## config.mk

```make
export PLATFORM = sky130hd
export DESIGN_NAME = mem_arbiter
export DESIGN_NICKNAME = d
export VERILOG_FILES = /design/src/rtl/mem_arb_pkg.sv /design/src/rtl/mem_arbiter.sv
export SDC_FILE = /design/constraint.sdc
export NUM_CORES = 1
export LEC_CHECK = 0
export BUFFER_PORTS_ARGS = -buffer_cell sky130_fd_sc_hd__buf_2
export CAP_MARGIN = 10
export CELL_PAD_IN_SITES_DETAIL_PLACEMENT = 0
export CELL_PAD_IN_SITES_GLOBAL_PLACEMENT = 1
export CORE_MARGIN = 5
export CORE_UTILIZATION = 32
export CTS_CLUSTER_SIZE = 24
export DETAILED_ROUTE_END_ITERATION = 8
export GPL_TIMING_DRIVEN = 0
export MAX_ROUTING_LAYER = met4
export PLACE_DENSITY = 0.79
export SLEW_MARGIN = 20
export SYNTH_ARGS = -nofsm -noshare
export SYNTH_HDL_FRONTEND = slang
export SYNTH_SLANG_ARGS = --single-unit
```

## constraint.sdc

```tcl
create_clock -name clk -period 2.1 [get_ports clk]
set_input_delay 0.315 -clock clk [delete_from_list [all_inputs] [get_ports clk]]
set_output_delay 0.315 -clock clk [all_outputs]
set_load 0.05 [all_outputs]
```

## src/rtl/mem_arb_pkg.sv

```systemverilog
// Shared types for the unified-memory arbiter: FSM states and transaction owner.
package mem_arb_pkg;

  typedef enum logic [1:0] {
    ARB_IDLE,
    ARB_CMD,
    ARB_WAIT,
    ARB_RESP
  } arb_state_t;

  typedef enum logic {
    OWN_IF,
    OWN_DATA
  } arb_owner_t;

endpackage

```

## src/rtl/mem_arbiter.sv

```systemverilog
// Arbitrates one memory port between instruction fetch and data access, one transaction
// at a time, data-first with a bounded-starvation guarantee for fetch.
module mem_arbiter
  import mem_arb_pkg::*;
#(
  parameter int STARVE_LIMIT = 4
) (
  input  logic        clk,
  input  logic        rst,
  input  logic        if_req,
  input  logic [31:0] if_addr,
  input  logic        flush,
  output logic [31:0] if_rdata,
  output logic        if_rvalid,
  output logic        if_stall,
  input  logic        d_req,
  input  logic        d_we,
  input  logic [31:0] d_addr,
  input  logic [31:0] d_wdata,
  output logic [31:0] d_rdata,
  output logic        d_done,
  output logic        d_stall,
  output logic        mem_cmd_valid,
  output logic        mem_we,
  output logic [31:0] mem_addr,
  output logic [31:0] mem_wdata,
  input  logic        mem_cmd_ready,
  input  logic        mem_resp_valid,
  input  logic [31:0] mem_rdata
);

  localparam int CNT_W = $clog2(STARVE_LIMIT + 1);
  localparam logic [CNT_W-1:0] LIMIT = CNT_W'(STARVE_LIMIT);

  arb_state_t       state_reg, state_next;
  arb_owner_t       owner_reg, owner_next;
  logic             we_reg, we_next;
  logic [31:0]      addr_reg, addr_next;
  logic [31:0]      wdata_reg, wdata_next;
  logic [CNT_W-1:0] starve_cnt_reg, starve_cnt_next;
  logic             drop_reg, drop_next;
  logic [31:0]      if_rdata_reg, if_rdata_next;
  logic [31:0]      d_rdata_reg, d_rdata_next;

  always_ff @(posedge clk) begin
    if (rst) begin
      state_reg      <= ARB_IDLE;
      owner_reg      <= OWN_IF;
      we_reg         <= 1'b0;
      addr_reg       <= '0;
      wdata_reg      <= '0;
      starve_cnt_reg <= '0;
      drop_reg       <= 1'b0;
      if_rdata_reg   <= '0;
      d_rdata_reg    <= '0;
    end else begin
      state_reg      <= state_next;
      owner_reg      <= owner_next;
      we_reg         <= we_next;
      addr_reg       <= addr_next;
      wdata_reg      <= wdata_next;
      starve_cnt_reg <= starve_cnt_next;
      drop_reg       <= drop_next;
      if_rdata_reg   <= if_rdata_next;
      d_rdata_reg    <= d_rdata_next;
    end
  end

  always_comb begin
    state_next      = state_reg;
    owner_next      = owner_reg;
    we_next         = we_reg;
    addr_next       = addr_reg;
    wdata_next      = wdata_reg;
    starve_cnt_next = starve_cnt_reg;
    drop_next       = drop_reg;
    if_rdata_next   = if_rdata_reg;
    d_rdata_next    = d_rdata_reg;

    case (state_reg)
      ARB_IDLE: begin
        drop_next = 1'b0;
        if (!if_req) starve_cnt_next = '0;
        if (if_req && starve_cnt_reg == LIMIT) begin
          state_next      = ARB_CMD;
          owner_next      = OWN_IF;
          we_next         = 1'b0;
          addr_next       = if_addr;
          wdata_next      = '0;
          starve_cnt_next = '0;
        end else if (d_req) begin
          state_next = ARB_CMD;
          owner_next = OWN_DATA;
          we_next    = d_we;
          addr_next  = d_addr;
          wdata_next = d_wdata;
          // Reaching here with if_req set implies the counter is still below the limit.
          starve_cnt_next = if_req ? starve_cnt_reg + 1'b1 : '0;
        end else if (if_req) begin
          state_next      = ARB_CMD;
          owner_next      = OWN_IF;
          we_next         = 1'b0;
          addr_next       = if_addr;
          wdata_next      = '0;
          starve_cnt_next = '0;
        end
      end

      ARB_CMD: begin
        if (owner_reg == OWN_IF && flush) begin
          // An accepted command must still be drained; an unaccepted one is simply withdrawn.
          if (mem_cmd_ready) begin
            drop_next  = 1'b1;
            state_next = ARB_WAIT;
          end else begin
            state_next = ARB_IDLE;
          end
        end else if (mem_cmd_ready) begin
          state_next = ARB_WAIT;
        end
      end

      ARB_WAIT: begin
        if (owner_reg == OWN_IF && flush) drop_next = 1'b1;
        if (mem_resp_valid) begin
          state_next = ARB_RESP;
          if (owner_reg == OWN_DATA) begin
            d_rdata_next = mem_rdata;
          end else if (!drop_next) begin
            if_rdata_next = mem_rdata;
          end
        end
      end

      ARB_RESP: begin
        state_next = ARB_IDLE;
      end

      default: begin
        state_next = ARB_IDLE;
      end
    endcase
  end

  assign mem_cmd_valid = (state_reg == ARB_CMD);
  assign mem_we        = mem_cmd_valid & we_reg;
  assign mem_addr      = mem_cmd_valid ? addr_reg : '0;
  assign mem_wdata     = mem_cmd_valid ? wdata_reg : '0;

  assign if_rvalid = (state_reg == ARB_RESP) && (owner_reg == OWN_IF) && !drop_reg;
  assign d_done    = (state_reg == ARB_RESP) && (owner_reg == OWN_DATA);
  assign if_rdata  = if_rdata_reg;
  assign d_rdata   = d_rdata_reg;

  assign if_stall = if_req & ~if_rvalid;
  assign d_stall  = d_req & ~d_done;

endmodule
```

Yosys cells after proc, flatten, opt, wreduce, memory -nomap -nowiden
Index checks and enable logic that the tools add are counted.
{"block": "totals", "register_bits": 136, "wordCells": 69}
{"block": "op_classes", "addsub": 1, "n_eq_ne": 9, "n_mux": 29, "n_bitwise": 7, "reduce_logical": 14}
{"cell": "32-bit two-way mux", "n": 8}
{"cell": "2-bit two-way mux", "n": 7}
{"cell": "1-bit two-way mux", "n": 9}
{"cell": "3-bit two-way mux", "n": 3}
{"cell": "3-bit AND reduction", "n": 3}
{"cell": "2-bit case mux with 4 select lines", "n": 1}
{"cell": "3-bit nonzero test", "n": 2}
{"cell": "1-bit logical AND", "n": 5}
{"cell": "2-bit equality test, second input constant", "n": 2}
{"cell": "2-bit by 1-bit inequality test with 1-bit output, second input constant", "n": 2}
{"cell": "4-bit inequality test, second input constant", "n": 1}
{"cell": "1-bit NOT", "n": 4}
{"cell": "4-bit AND reduction", "n": 1}
{"cell": "3-bit by 1-bit adder with 3-bit output, second input constant", "n": 1}
{"cell": "1-bit bitwise AND", "n": 3}
{"cell": "3-bit equality test, second input constant", "n": 1}
{"cell": "3-bit by 1-bit inequality test with 1-bit output, second input constant", "n": 1}
{"cell": "1-bit case mux with 3 select lines", "n": 1}
{"cell": "2-bit by 1-bit equality test with 1-bit output, second input constant", "n": 1}
{"cell": "2-bit zero test", "n": 1}
{"cell": "2-bit inequality test, second input constant", "n": 1}
{"cell": "2-bit AND reduction", "n": 1}
{"cell": "1-bit zero test", "n": 1}

Logic depth before layout (Yosys ltp)
{"block": "logic_depth", "ltp_word": 6, "mapped_depth": 8}

Worst setup path before layout
No wires, ideal clock.
{"block": "synth_path", "kind": "register to output", "startpoint": "reg state_reg[0]", "endpoint": "out if_stall", "arrival_ns": 2.340, "required_ns": 1.785, "slack_ns": -0.555, "stages_incl_launch_ff": 4, "n_path_buf": 0, "cell_sequence": "dfxtp_1 -> ha_1 -> nor3b_1 -> nor2b_1"}
{"block": "synth_between", "elab_chain_len": 5}
{"element": "from (decl)", "line": "mem_arbiter.sv:35", "text": "arb_state_t state_reg, state_next;"}
{"element": "from (signal assigned)", "line": "mem_arbiter.sv:57", "text": "state_reg <= state_next;"}
{"element": "2-bit equality test", "line": "mem_arbiter.sv:150", "text": "assign if_rvalid = (state_reg == ARB_RESP) && (owner_reg == OWN_IF) && !drop_reg;"}
{"element": "1-bit logical AND (2 in series)", "line": "mem_arbiter.sv:150"}
{"element": "named net if_rvalid", "line": "mem_arbiter.sv:14", "text": "output logic if_rvalid,"}
{"element": "1-bit NOT", "line": "mem_arbiter.sv:155", "text": "assign if_stall = if_req & ~if_rvalid;"}
{"element": "1-bit bitwise AND", "line": "mem_arbiter.sv:155"}
{"element": "to (decl)", "line": "mem_arbiter.sv:15", "text": "output logic if_stall,"}
The timed path passes the listed nets, and every way through them passes these cells.

==> results.md <==
* Bufs and invs on worst path at 4
* Relative slew slack at 58.5%
* Seq/Total Area, Yosys at 48.2%
* GRT Util Overall at 19.5%
* Most frequent cells after synthesis: 136 x dfxtp_1, 132 x nand2_1, 75 x nor2_1, 69 x a21oi_1, 68 x and2_1
* Peak VDD IR at 0.577 mV
* Initial antenna violation count at 2
* Worst EP arrival at 1710 ps
* Count leader, synth: dfxtp_1
* Detailed Place HPWL at 14700 µm
* Hold slack at 143 ps
* Cell Rows at 48
* Clk buf depth at 2
* Die area at 0.0204 mm²
* Via Count at 5899
* Met2 Wirelength at 9200 µm
* I/O pin count at 270
* Vias in the first global route at 5777
* Synth Area in Adders at 1.77%
* Dominant cells by area after synthesis: dfxtp_1 48%, nand2_1 8.8%, and2_1 7.5%
* Post-synth ARST share at 0%
* Largest family of logic cells by synthesized area: simple AND/OR/NAND/NOR gates
* IO buf count at 266
* Post-Syn Nets at 853
* Post-cts hold buffer count at 0
* Leakage power at 3.66 nW
* Fin cells at 1235
* Num CTS Buffers at 17
* Largest net degree at the start of global routing at 17
* Unique masters post-synth at 31
* Final period util at 96.3%
* Worst-path maximum fanout at 10
* Share of layout cells above drive strength 1 at 34.6%
* Synth Area per Inst at 7.97 µm²
* Critical Path RT at 1780 ps
* Core area at 0.0173 mm²
* CTS tree: done
* Startpoint types: flop
* EDFF count, synth at 0
* Crit. End Element: primary output
* Warnings from Yosys at 0
* Crit-path leading delay family: buffers and inverters
* Post-synthesis cell area at 0.00565 mm²
* Worst-Skew Late Latency at 420 ps
* Final Hold Fails at 0
* Die Span X at 143 µm
* Nets at 1139
* Status: finished, final reports clean
* Compound-gate portion of the synthesized area at 11.6%
* Critical Setup Path Class: flop to primary output
* Synthesized flop and latch total at 136
* Drt wl/cell at 16.1 µm
* PwrDens at 959 mW/mm²
* Final setup viols at 0
* Top-area cell type share of the netlist area at 48.2%
* M1 wire length at 8740 µm
* Post-Place Cells at 1200
* Worst Max-Slew Pin Slew at 623 ps
* Synthesized instance count at 709
* RSZ-0062 raised after global routing: yes
* DRC violations left at 0
* CP max-delay cell: dfxtp_2
* Most common flop cell mapped by yosys: dfxtp_1
* Max-Cap Viols at 0
* Leading area contributor after synthesis: dfxtp_1
* Fin crit period at 2020 ps
* Power Total at 7.79 mW
* Clk sinks at 136
* CP max stage delay at 340 ps
* Clk_skew at 11.4 ps
* Wire length after detailed routing at 19900 µm
* Iteration-0 DRC count of the detailed router at 244
* Min-Delay Path Class: input pin to flop
* CTS root buf: clkbuf_16
* Clock slew seen by the registers of the worst setup and hold paths at 60 ps
* Util after Layout at 47.0%
* Uppermost layer routed: met4
* Fin. max-slew vios at 0
* First-pass GRT wire length at 30400 µm
* Simple-gate area share of the yosys netlist at 32.4%
* Critical-path cell list: inv_2 > ha_4 > buf_8 > clkbuf_8 > and2_1 > buf_6
* Via-per-instance ratio at 4.78
* Initial Util at 32.7%
* TritonRoute pass-1 iters at 5
* RePlAce Congestion at 0.895
* Total grt overflow at 0
* Synth Area in XOR/XNOR at 0%
* Post-synthesis mux area share at 0.177%
* Layout overhead on the synthesized area at 43.8%
* Htree depth at 4
* Die Y-Extent at 143 µm
* Fmax achieved at 495 MHz
* Final ANT Viol Nets at 0
* Met3 Wirelength at 1630 µm
==> worst paths after layout <==
| path | start | to | slack [ps] | cells after the start |
|---|---|---|---|---|
| setup / recovery | flop | mem_wdata[14] | 80 | 6 |
| hold / removal | mem_rdata[20] | d_rdata[20] | 140 | 3 |
| setup reg to reg | state_reg[0] | addr_reg[22] | 190 | 7 |
| hold reg to reg | d_rdata[10] | d_rdata[10] | 450 | 2 |
==> layer usage <==
layer	track usage, %	up-vias
met5	-	-
met4	6.05	0
met3	6.23	20
met2	30.4	219
met1	24.2	2688
li1	-	2972
==> logic make-up (layout without fill, tap and decap cells) <==
| logic type | count (synthesis) | in the layout |
|---|---|---|
| buf+inv | 68 | 367 |
| compound gates | 110 | 110 |
| flops | 136 | 136 |
| other cells | 0 | 2 |
| mux | 1 | 1 |
| fa+ha+maj | 8 | 8 |
| simple gates | 386 | 386 |
==> placed cells by master, fill, tap and decap left out, drive strengths merged, types with 2 or more instances in the layout <==
cell and count:
clkinv 5, o21ai 2, diode 2, and3 2
nand3 2, a22oi 33, nor4 33, nand2 132
buf 277, bufinv 3, dfxtp 136, nand4 2
nor2b 4, clkbuf 73, inv 7, and2 68
clkinvlp 2, a21oi 69, nor3 64, ha 8
o31ai 2, nor2 75
==> report_power, final <==
group	total, mW	internal [mW]	switching (mW)
combinational	1.82	0.613	1.21
clock	3.08	1.93	1.15
sequential	2.88	2.78	0.106
total	7.79	5.32	2.47
==> per-stage QoR <==
step	setup TNS (ps)	worst slack, ps	instance area, µm²
2_1_floorplan	0	35.0	5660
3_3_place_gp	-4250	-295	7270
3_5_place_dp	-4450	-308	7270
4_1_cts	0	5.47	8010
5_1_grt	-57.5	-16.6	8120
6_report	0	78.3	8120
==> worst reg2reg max path, stage by stage (launching register included) <==
cell and delay (ps):
dfxtp_4 370, inv_1 110, ha_1 300, inv_1 120
nor2_1 340, buf_2 310, nor2_1 70, nor4_1 180
==> final cells by class <==
cell class	instances	area (µm²)
Timing Repair Buffer	267	1500
Fill cell	1848	9180
Clock buffer	21	460
Multi-Input combinational cell	505	2630
Clock inverter	11	146
Sequential cell	136	2730
Buffer	62	344
Antenna cell	2	5.00
Inverter	6	22.5
Tap cell	225	282
==> timing repair <==
item	in CTS	in global routing
resized for setup	45	42
gates cloned	0	0
setup endpoints to repair	65	70
pin swaps	0	0
setup buffers	1	0
Power figures use the tool's default switching activity.
